[src/rtl/display_scan_driver_if.sv]
// Connection between the display scan driver and the surrounding time datapath / pins.
// The driver (master) issues the digit selector and receives the muxed digit back.
interface display_scan_driver_if;
    logic       enable;
    logic       lz_blank;
    logic [3:0] time_digit;
    logic [3:0] selector;
    logic [3:0] anodes;
    logic [6:0] segments;
    logic       frame_tick;

    modport master (
        input  enable,
        input  lz_blank,
        input  time_digit,
        output selector,
        output anodes,
        output segments,
        output frame_tick
    );

    modport slave (
        output enable,
        output lz_blank,
        output time_digit,
        input  selector,
        input  anodes,
        input  segments,
        input  frame_tick
    );
endinterface

[src/rtl/display_scan_driver.sv]
// 4-digit multiplexed seven-segment scan driver with per-slot dead-time blanking,
// leading-zero suppression on the minutes-tens digit and a frame-start pulse.
module display_scan_driver #(
    parameter int CLK_DIV      = 50000,
    parameter int BLANK_CYCLES = 2
) (
    input  logic                 clk,
    input  logic                 reset,
    display_scan_driver_if.master scan
);

    localparam int CW = (CLK_DIV > 1) ? $clog2(CLK_DIV) : 1;
    localparam logic [CW-1:0] LAST_CNT  = CW'(CLK_DIV - 1);
    localparam logic [CW-1:0] BLANK_CNT = CW'(BLANK_CYCLES);
    localparam logic [3:0]    SEL_FIRST = 4'b0001;
    localparam logic [3:0]    SEL_MIN_TENS = 4'b1000;

    logic [CW-1:0] cnt;
    logic [3:0]    selector_q;
    logic [3:0]    anodes_q;
    logic [6:0]    segments_q;
    logic          frame_tick_q;

    logic          slot_end;
    logic          dark;
    logic [6:0]    seg_decoded;

    assign slot_end = (cnt == LAST_CNT);

    // The digit under the current selector is either in its dead-time window,
    // suppressed as a leading zero, or the whole scan is disabled.
    assign dark = !scan.enable
               || (cnt < BLANK_CNT)
               || (scan.lz_blank && (selector_q == SEL_MIN_TENS) && (scan.time_digit == 4'd0));

    // NOTE: every output of this block gets a value before the case, so no latch is inferred.
    always_comb begin
        seg_decoded = 7'h7F;
        case (scan.time_digit)
            4'd0:    seg_decoded = 7'h40;
            4'd1:    seg_decoded = 7'h79;
            4'd2:    seg_decoded = 7'h24;
            4'd3:    seg_decoded = 7'h30;
            4'd4:    seg_decoded = 7'h19;
            4'd5:    seg_decoded = 7'h12;
            4'd6:    seg_decoded = 7'h02;
            4'd7:    seg_decoded = 7'h78;
            4'd8:    seg_decoded = 7'h00;
            4'd9:    seg_decoded = 7'h10;
            default: seg_decoded = 7'h7F;
        endcase
    end

    // NOTE: registers use <= so every term above is sampled with its pre-edge value.
    always_ff @(posedge clk or posedge reset) begin
        if (reset) begin
            cnt          <= '0;
            selector_q   <= SEL_FIRST;
            anodes_q     <= 4'hF;
            segments_q   <= 7'h7F;
            frame_tick_q <= 1'b0;
        end else begin
            if (scan.enable) begin
                if (slot_end) begin
                    cnt        <= '0;
                    selector_q <= {selector_q[2:0], selector_q[3]};
                end else begin
                    cnt <= cnt + 1'b1;
                end
            end
            anodes_q     <= dark ? 4'hF : ~selector_q;
            segments_q   <= seg_decoded;
            // Pulse lands on the first cycle of the new frame (selector back at 0001, cnt 0).
            frame_tick_q <= scan.enable && slot_end && (selector_q == SEL_MIN_TENS);
        end
    end

    assign scan.selector   = selector_q;
    assign scan.anodes     = anodes_q;
    assign scan.segments   = segments_q;
    assign scan.frame_tick = frame_tick_q;

endmodule

[src/flat_wrapper.sv]
// flat-port wrapper written by rule: the top's interface ports become plain ports
module display_scan_driver_flat 
#(
    parameter int CLK_DIV      = 50000,
    parameter int BLANK_CYCLES = 2
)
  (clk, reset, scan_enable, scan_lz_blank, scan_time_digit, scan_selector, scan_anodes, scan_segments, scan_frame_tick);
  display_scan_driver_if scan_i ();
  input  logic clk;
  input  logic reset;
  input wire logic [$bits(scan_i.enable)-1:0] scan_enable;
  input wire logic [$bits(scan_i.lz_blank)-1:0] scan_lz_blank;
  input wire logic [$bits(scan_i.time_digit)-1:0] scan_time_digit;
  output wire logic [$bits(scan_i.selector)-1:0] scan_selector;
  output wire logic [$bits(scan_i.anodes)-1:0] scan_anodes;
  output wire logic [$bits(scan_i.segments)-1:0] scan_segments;
  output wire logic [$bits(scan_i.frame_tick)-1:0] scan_frame_tick;
  assign scan_i.enable = scan_enable;
  assign scan_i.lz_blank = scan_lz_blank;
  assign scan_i.time_digit = scan_time_digit;
  assign scan_selector = scan_i.selector;
  assign scan_anodes = scan_i.anodes;
  assign scan_segments = scan_i.segments;
  assign scan_frame_tick = scan_i.frame_tick;
  display_scan_driver #(.CLK_DIV(CLK_DIV), .BLANK_CYCLES(BLANK_CYCLES)) u_core (.clk(clk), .reset(reset), .scan(scan_i));
endmodule
[config.mk]
export PLATFORM = sky130hd
export DESIGN_NAME = display_scan_driver_flat
export DESIGN_NICKNAME = d
export VERILOG_FILES = /design/src/rtl/display_scan_driver_if.sv /design/src/rtl/display_scan_driver.sv /design/src/flat_wrapper.sv
export SDC_FILE = /design/constraint.sdc
export NUM_CORES = 1
export LEC_CHECK = 0
export CORE_MARGIN = 2
export CORE_UTILIZATION = 40
export DETAILED_ROUTE_END_ITERATION = 16
export GPL_TIMING_DRIVEN = 0
export HOLD_SLACK_MARGIN = 0.15
export PLACE_DENSITY = 0.65
export SETUP_SLACK_MARGIN = 0.4
export SLEW_MARGIN = 20
export SYNTH_ARGS = -nofsm -noshare
export SYNTH_HDL_FRONTEND = slang
export SYNTH_SLANG_ARGS = --single-unit
[constraint.sdc]
create_clock -name clk -period 1.65 [get_ports clk]
set_clock_uncertainty 0.05 [all_clocks]
set_input_delay 0.33 -clock clk [delete_from_list [all_inputs] [get_ports clk]]
set_output_delay 0.33 -clock clk [all_outputs]
set_load 0.01 [all_outputs]
## Word-level counts from Yosys, hierarchy flattened

Memories as Yosys holds them, arrays and structs flattened. A register that Yosys moved wholly into a read port is not among the register bits.
Index checks and enable logic that the tools add are counted.
W data, S select, Z words.

- $lt $le $gt $ge: 1
- Multiplexer cells: 2
- Bitwise gates (word level): 1
- Eq/ne operators: 2
- Reductions and logical operators: 9
- Add/subtract/negate cells: 1

Operators by type and width:

| cell | count |
|---|---|
| $add A16 B1 Y16 const B | 1 |
| $eq A16 B16 Y1 const B | 1 |
| $lt A16 B2 Y1 const B | 1 |
| $mux W16 | 1 |
| $eq A4 B4 Y1 const B | 1 |
| $logic_and A1 B1 Y1 | 4 |
| $logic_not A4 Y1 | 1 |
| $mux W4 | 1 |
| $not A4 Y4 | 1 |
| $logic_or A1 B1 Y1 | 2 |
| $reduce_and A2 Y1 | 1 |
| $logic_not A1 Y1 | 1 |

- Logic and storage cells: 21
- Register bits after elaboration: 25
- Memory bits (read-only): 112
- Output and inout port bits: 16
- Memories: 1

Memory list:

| name | depth | width | read ports | clocked after memory_dff | write ports | line | source |
|---|---|---|---|---|---|---|---|
| (no name shown) | 16 | 7 | 1 | 1 | 0 | display_scan_driver.sv:39 | `case (scan.time_digit)` |

## Logic depth before layout (Yosys ltp)

Gate-level depths: netlist (run 1).

- Word-level depth: 5
- Mapped depth: 5
- Depth with buffers taken out: 5

## Worst setup path before layout (run 1)

OpenSTA, ideal clock, no wires.

- Kind: register to register
- Start point: reg u_core.cnt[13]
- End point: reg u_core.selector_q[0] (netlist: u_core.scan.selector[0])
- Buffers on the path: 1
- Arrival time: 1617 ps
- Setup time: 82 ps
- Data required time: 1518 ps
- Path slack: -99 ps
- Cell stages (with the launch flop): 6
- Cells stage by stage: dfrtp_1 > nor4_2 > nand2_2 > nor4_4 > buf_6 > mux2_4

- Cells in the longest elaborated chain, start to end: 2

Ends and longest elaborated chain:

| what | line | source |
|---|---|---|
| start, declared | display_scan_driver.sv:18 | `logic [CW-1:0] cnt;` |
| start signal, assigned | display_scan_driver.sv:68 | `cnt <= cnt + 1'b1;` |
| $eq A16 B16 Y1 | display_scan_driver.sv:28 | `assign slot_end = (cnt == LAST_CNT);` |
| $reduce_and A2 Y1 (no source line) | - |  |
| end signal, assigned | display_scan_driver.sv:66 | `selector_q <= {selector_q[2:0], selector_q[3]};` |
| end, declared | display_scan_driver.sv:19 | `logic [3:0] selector_q;` |

No other way between the ends.
A chain may end at the register's enable or synchronous reset.

## Worst setup path after layout (run 1)

- Start point: reg u_core.cnt[5]
- End point: reg u_core.selector_q[0] (netlist: u_core.scan.selector[0])

Same word-level chain as after synthesis.

==> results.sh, run 1 <==
export IMPL_outcome="finished with violations"
export IMPL_violations="negative setup slack"
export IMPL_netlist_instances=141
export IMPL_critPathKind="reg -> reg"
export IMPL_worstMarginPinSlew_ns=0.661
export IMPL_dieArea_um2=4320
export IMPL_place_congestion=0.886
export IMPL_cp_max_fo=4
export IMPL_grt_pass1_wl_um=5400
export IMPL_leakagePower_nw=0.972
export IMPL_cp_arrival_ns=1.92
export IMPL_final_cell_count_no_fill=237
export IMPL_synth_cell_types=31
export IMPL_synthTopCellsByArea="dfrtp_1, dfstp_2, ha_1, nor2_1, xnor2_1"
export IMPL_grt_pass1_vias=1177
export IMPL_antenna_found_initial=0
export IMPL_required_ns=1.81
export IMPL_hold_violations=0
export IMPL_row_count=22
export IMPL_yosys_area_top_type="dfrtp_1"
export IMPL_tritoncts="yes"
export IMPL_die_w_um=65.7
export IMPL_worst_path_buf_inv=2
export IMPL_firstDrtPassIters=4
export IMPL_p_per_area_nw_per_um2=1020
export IMPL_syn_num_nets=155
export IMPL_hold_buffers=0
export IMPL_finalMaxSlewViolations=0
export IMPL_ys_ff_latch=32
export IMPL_start_kind="flop"
export IMPL_r2r_cells=6
export IMPL_hp_class="in -> reg"
export IMPL_final_util=0.581
export IMPL_cap_violations=0
export IMPL_rr_endpoint="u_core.scan.selector[0]"
export IMPL_initial_utilization=0.416
export IMPL_yosys_warnings=0
export IMPL_synth_top_area_share=0.328
export IMPL_r2r_slack_ns=-0.12
export IMPL_final_nets=202
export IMPL_ys_seq_area_frac=0.535
export IMPL_ant_nets=0
export IMPL_grt_usage=0.163
export IMPL_grt_setup_unrepaired="true"
export IMPL_io_pins=24
export IMPL_slowest_stage="dfrtp_1"
export IMPL_grt_max_degree=33
export IMPL_clk_latency_ns=0.27
export IMPL_hpwlAfterDp_um=2060
export IMPL_hold_depth=3
export IMPL_max_freq_mhz=566
export IMPL_endpoint="u_core.scan.selector[0]"
export IMPL_worst_path_dominant_cell_family="simple AND/OR/NAND/NOR gates"
export IMPL_viasPerCell=5.06
export IMPL_vias=1199
export IMPL_wirelength_um=3330
export IMPL_slowest_delay_ns=0.39
export IMPL_root_buffer="clkbuf_8"
export IMPL_overflow=0
export IMPL_setup_ws_ns=-0.116
export IMPL_cp_end_kind="flop"
export IMPL_fin_crit_sh=1.07
export IMPL_area_growth_pct=39.5
export IMPL_drive_gt1_frac=0.434
export IMPL_die_y_um=65.7
export IMPL_dp_cells=211
export IMPL_min_period_ns=1.77
export IMPL_r2r_start="u_core.cnt[5]"
export IMPL_initialDrtViolationCount=74
export IMPL_port_buffers=22
export IMPL_wire_per_inst_um=14.0
export IMPL_cts_inserted_buffers=5
export IMPL_coreArea_um2=3660
export IMPL_dpl_cell_area_um2=1810
export IMPL_setup_viol=13
export IMPL_htreeDepth=2
export IMPL_ir_drop_mv=0.545
export IMPL_finalInstanceArea_um2=2130
export IMPL_slew_headroom=0.559
export IMPL_synth_area_um2=1520
export IMPL_worstSetupPathDepth=6
export IMPL_antenna_cells=0
export IMPL_clk_pin_slew_worst_paths_ns=0.07
export IMPL_avgSynthCellArea_um2=10.8
export IMPL_cp_startpoint="u_core.cnt[5]"
export IMPL_cts_buffer_depth=2
export IMPL_clock_sinks=32
export IMPL_drcViolationCount=0
export IMPL_path_cells="nor4_2, nand2_2, nor4_4, buf_4, buf_8, mux2_4"
[layer usage]
metal / up-vias / share of wire / global-route usage
met3: 8 / 0.040 / 0.0651
met1: 578 / 0.43 / 0.203
li1: 582 / - / -
met5: - / 0 / 0
met2: 31 / 0.51 / 0.263
met4: 0 / 0.016 / 0.0443
[placed cells by master, fill, tap and decap left out, types with 2 or more instances in the layout]
cell / count
a21oi_1: 3
and4_1: 4
buf_2: 4
buf_4: 17
buf_6: 14
clkbuf_8: 7
clkdlybuf4s50_1: 3
dfrtp_1: 19
dfstp_2: 12
dlygate4sd2_1: 2
ha_1: 5
inv_1: 3
inv_2: 2
mux2_2: 2
mux2_4: 2
nand2_1: 13
nand2_2: 4
nand3_1: 2
nand3_2: 2
nand4_1: 6
nor2_1: 15
nor2_4: 2
nor3_1: 2
nor4_1: 5
o21ai_0: 6
xnor2_1: 7
xor2_1: 7
[where the power goes]
group | total (mW) | internal, mW | switching [mW]
registers | 1.01 | 0.897 | 0.117
logic | 0.520 | 0.268 | 0.252
clock network | 0.643 | 0.380 | 0.263
total | 2.18 | 1.55 | 0.631
[through the flow]
stage                     setup slack (ns)  TNS, ns  total power, mW  hold WS, ns
after floorplan                    -0.0628  -0.0706             1.26        0.387
after global placement              -0.238    -3.61             1.36        0.409
after detailed placement            -0.271    -1.90             1.37        0.408
after CTS                           -0.122    -1.01             2.13        0.287
after global routing                -0.170    -1.89             2.31        0.300
final                               -0.116   -0.909             2.18        0.294
[area by class of cell]
class / count / area [um2]
Clock buffer: 8 / 100
Buffer: 3 / 31.3
Tap cell: 48 / 60.1
Timing Repair Buffer: 40 / 353
Multi-Input combinational cell: 101 / 746
Sequential cell: 32 / 817
Fill cell: 318 / 1540
Inverter: 5 / 18.8
[synth_stat cells (all sizes together)]
cell type  instances
dfrtp             20
a31oi              1
nand2             17
and3               1
clkbuf             1
nor3               3
or3b               1
dfstp             12
and4               4
xor2               7
or2                2
nor4               7
mux2i              1
a21oi              4
o41ai              1
nand4              6
nor2              17
xnor2              7
inv                5
o21ai              6
nand3              5
buf                2
o21a               1
mux2               4
ha                 6
[how the worst min path moves through the flow]
stage	from	endpoint	slack [ns]
finish	scan_enable	u_core.cnt[1]	0.29
global route	scan_enable	u_core.cnt[2]	0.30
CTS	scan_enable	u_core.cnt[1]	0.29
detailed placement	u_core.scan.selector[1]	u_core.scan.anodes[1]	0.41
floorplan	reset	u_core.cnt[0]	0.39
global placement	u_core.scan.selector[1]	u_core.scan.anodes[1]	0.41
[worst register-to-register path, delay by kind of cell (launching register included)]
| kind | cells | cell delay [ns] |
|---|---|---|
| simple gates | 3 | 0.68 |
| flops | 1 | 0.39 |
| mux | 1 | 0.28 |
| buf+inv | 2 | 0.30 |
[logic make-up (layout without fill, tap and decap cells)]
group           count (synthesis)  count (layout)  share of synthesized area
simple gates                   63              63                      0.223
flops                          32              32                      0.535
xor+xnor                       14              14                     0.0805
compound gates                 13              13                     0.0476
buf+inv                         8              56                     0.0254
fa+ha+maj                       6               6                     0.0493
mux                             5               5                     0.0386
[flip-flops by register name, indices dropped and copies added (netlist names)]
signal                  flops
u_core.cnt                 16
u_core.scan.segments        7
u_core.scan.anodes          4
u_core.scan.selector        4
u_core.scan.frame_tick      1
[timing repair]
| action | 4_1_cts | 5_1_grt |
|---|---|---|
| buffers inserted | 15 | 3 |
| pin swaps | 6 | 10 |
| resized for setup | 92 | 12 |
| setup endpoints to repair | 45 | 39 |
| cloned | 0 | 0 |
Power figures use the tool's default switching activity.
==> inputs of run 2 (changes only) <==
CORE_MARGIN = 5   (was 2)
==> run 2 against run 1 <==
- the flow still finishes with violations (negative setup slack)
- utilization increased by 3.5 points
- critical path depth decreased by 1
- cell count increased by 3.0%
- final area increased by 6.8%
- fmax decreased by 3.8%
- highest routed layer unchanged
- wire length increased by 11%
- clock power increased by 13%
- critical path type unchanged
- power increased by 15%
- combinational power increased by 45%
==> results.sh, run 2 (same netlist as run 1, synthesis figures left out) <==
export IMPL_cp_arrival_ns=1.96
export IMPL_grt_setup_unrepaired="true"
export IMPL_hold_depth=3
export IMPL_wirelength_um=3700
export IMPL_grt_usage=0.139
export IMPL_initialDrtViolationCount=57
export IMPL_setup_viol=20
export IMPL_power_frac_comb=0.300
export IMPL_vias=1231
export IMPL_drive_gt1_frac=0.510
export IMPL_min_period_ns=1.83
export IMPL_hp_class="in -> reg"
export IMPL_io_pins=24
export IMPL_cp_end_kind="flop"
export IMPL_root_buffer="clkbuf_8"
export IMPL_cap_violations=0
export IMPL_finalMaxSlewViolations=0
export IMPL_cts_buffer_depth=2
export IMPL_die_y_um=71.7
export IMPL_grt_pass1_vias=1202
export IMPL_hold_violations=0
export IMPL_die_w_um=71.7
export IMPL_clk_pin_slew_worst_paths_ns=0.07
export IMPL_grt_pass1_wl_um=5610
export IMPL_coreArea_um2=3690
export IMPL_antenna_cells=0
export IMPL_required_ns=1.77
export IMPL_firstDrtPassIters=4
export IMPL_rr_endpoint="u_core.scan.selector[2]"
export IMPL_port_buffers=22
export IMPL_critPathKind="reg -> reg"
export IMPL_place_congestion=0.782
export IMPL_initial_utilization=0.413
export IMPL_hold_start="scan_enable"
export IMPL_power_switching_mw=0.716
export IMPL_antenna_found_initial=0
export IMPL_outcome="finished with violations"
export IMPL_clock_sinks=32
export IMPL_largest_reg_flops=16
export IMPL_drcViolationCount=0
export IMPL_internal_power_mw=1.80
export IMPL_final_cell_count_no_fill=244
export IMPL_worstMarginPinSlew_ns=0.645
export IMPL_ant_nets=0
export IMPL_fin_crit_sh=1.11
export IMPL_hpwlAfterDp_um=2200
export IMPL_tritoncts="yes"
export IMPL_viasPerCell=5.05
export IMPL_ir_drop_mv=0.519
export IMPL_overflow=0
export IMPL_wire_per_inst_um=15.2
export IMPL_p_sw_frac=0.285
export IMPL_hold_buffers=0
export IMPL_area_growth_pct=48.9
export IMPL_min_to="u_core.cnt[2]"
export IMPL_cp_max_fo=3
export IMPL_leakagePower_nw=1.01
export IMPL_fin_hold_ws_ns=0.276
export IMPL_r2r_cells=5
export IMPL_start_kind="flop"
export IMPL_p_per_area_nw_per_um2=1110
export IMPL_dp_cells=211
export IMPL_final_nets=209
export IMPL_cts_inserted_buffers=5
export IMPL_r2r_slack_ns=-0.18
export IMPL_max_freq_mhz=545
export IMPL_regMostFlops="u_core.cnt"
export IMPL_r2r_start="u_core.cnt[0]"
export IMPL_mostFrequentLayoutCells="buf_6, dfrtp_1, buf_4"
export IMPL_setup_ws_ns=-0.185
export IMPL_violations="negative setup slack"
export IMPL_slew_headroom=0.569
export IMPL_dieArea_um2=5140
export IMPL_grt_max_degree=33
export IMPL_seqPwrFrac=0.410
export IMPL_p_clk_frac=0.290
export IMPL_htreeDepth=2
export IMPL_clk_latency_ns=0.28
export IMPL_final_common_cell="buf_6"
export IMPL_row_count=22
[run 2: cell types whose count changed in the layout (fill, tap and decap cells not counted), moves of 2 or more]
cell | before | now
dfrtp_2 | 1 | 4
nor2_2 | 0 | 7
buf_4 | 17 | 15
nor2_1 | 15 | 8
dfrtp_1 | 19 | 16
mux2_4 | 2 | 4
mux2_2 | 2 | 0
buf_6 | 14 | 22
clkbuf_8 | 7 | 5
[run 2: through the flow]
step                      power, mW  TNS [ns]  utilization  setup slack (ns)  cell area (um2)
after floorplan                1.26   -0.0706            -           -0.0628             1530
after global placement         1.36     -3.66        0.491            -0.247             1810
after detailed placement       1.38     -2.20        0.491            -0.287             1810
after CTS                      2.36     -1.38        0.565            -0.228             2090
after global routing           2.65     -2.26        0.615            -0.226             2270
final                          2.51     -1.19        0.615            -0.185             2270
[run 2: area by class of cell]
type | instances | area, um2
Fill cell | 314 | 1420
Tap cell | 48 | 60.1
Sequential cell | 32 | 821
Multi-Input combinational cell | 101 | 779
Clock buffer | 6 | 72.6
Timing Repair Buffer | 47 | 455
Clock inverter | 2 | 35.0
Buffer | 3 | 27.5
Inverter | 5 | 18.8
[run 2: repair_timing]
action / CTS / global route
setup endpoints to repair: 44 / 44
endpoints found under the hold margin: 0 / 0
pin swaps: 9 / 13
buffers inserted: 14 / 10
gates cloned: 0 / 1
resized for setup: 99 / 24
[run 2: power groups by stage]
stage               combinational (mW)  clock [mW]  sequential (mW)
global route                     0.821       0.787             1.04
finish                           0.755       0.729             1.03
detailed placement               0.348           0             1.03
global placement                 0.339           0             1.02
CTS                              0.592       0.753             1.02
floorplan                        0.246           0             1.01
[run 2: layer usage]
layer,GRT usage,wire length [um],vias to the layer above
met5,0,0,-
met4,0.0564,71,0
met3,0.0477,178,8
met2,0.214,1810,38
met1,0.179,1650,594
li1,-,-,591
[run 2: how the worst max path moves through the flow]
stage / from / to / slack [ns] / cells after the start
finish: u_core.cnt[0] / u_core.scan.selector[2] / -0.18 / 5
global route: u_core.cnt[7] / u_core.scan.frame_tick / -0.23 / 8
CTS: u_core.cnt[13] / u_core.scan.selector[3] / -0.23 / 5
detailed placement: u_core.cnt[1] / u_core.scan.selector[0] / -0.29 / 5
global placement: u_core.cnt[1] / u_core.scan.selector[0] / -0.25 / 5
floorplan: u_core.cnt[0] / u_core.scan.selector[0] / -0.06 / 5
[run 2: worst max-delay path, stage by stage (launching register included)]
cell and delay, ns:
dfrtp_1 0.36, ha_2 0.19, nand4_1 0.21, nor4_4 0.40, buf_4 0.21, mux2_4 0.30
==> inputs of run 3 (changes only) <==
CTS_CLUSTER_DIAMETER = 30   (was not set)
==> results of run 3 <==
The final DEF is identical to that of run 2; final timing and power are the same.
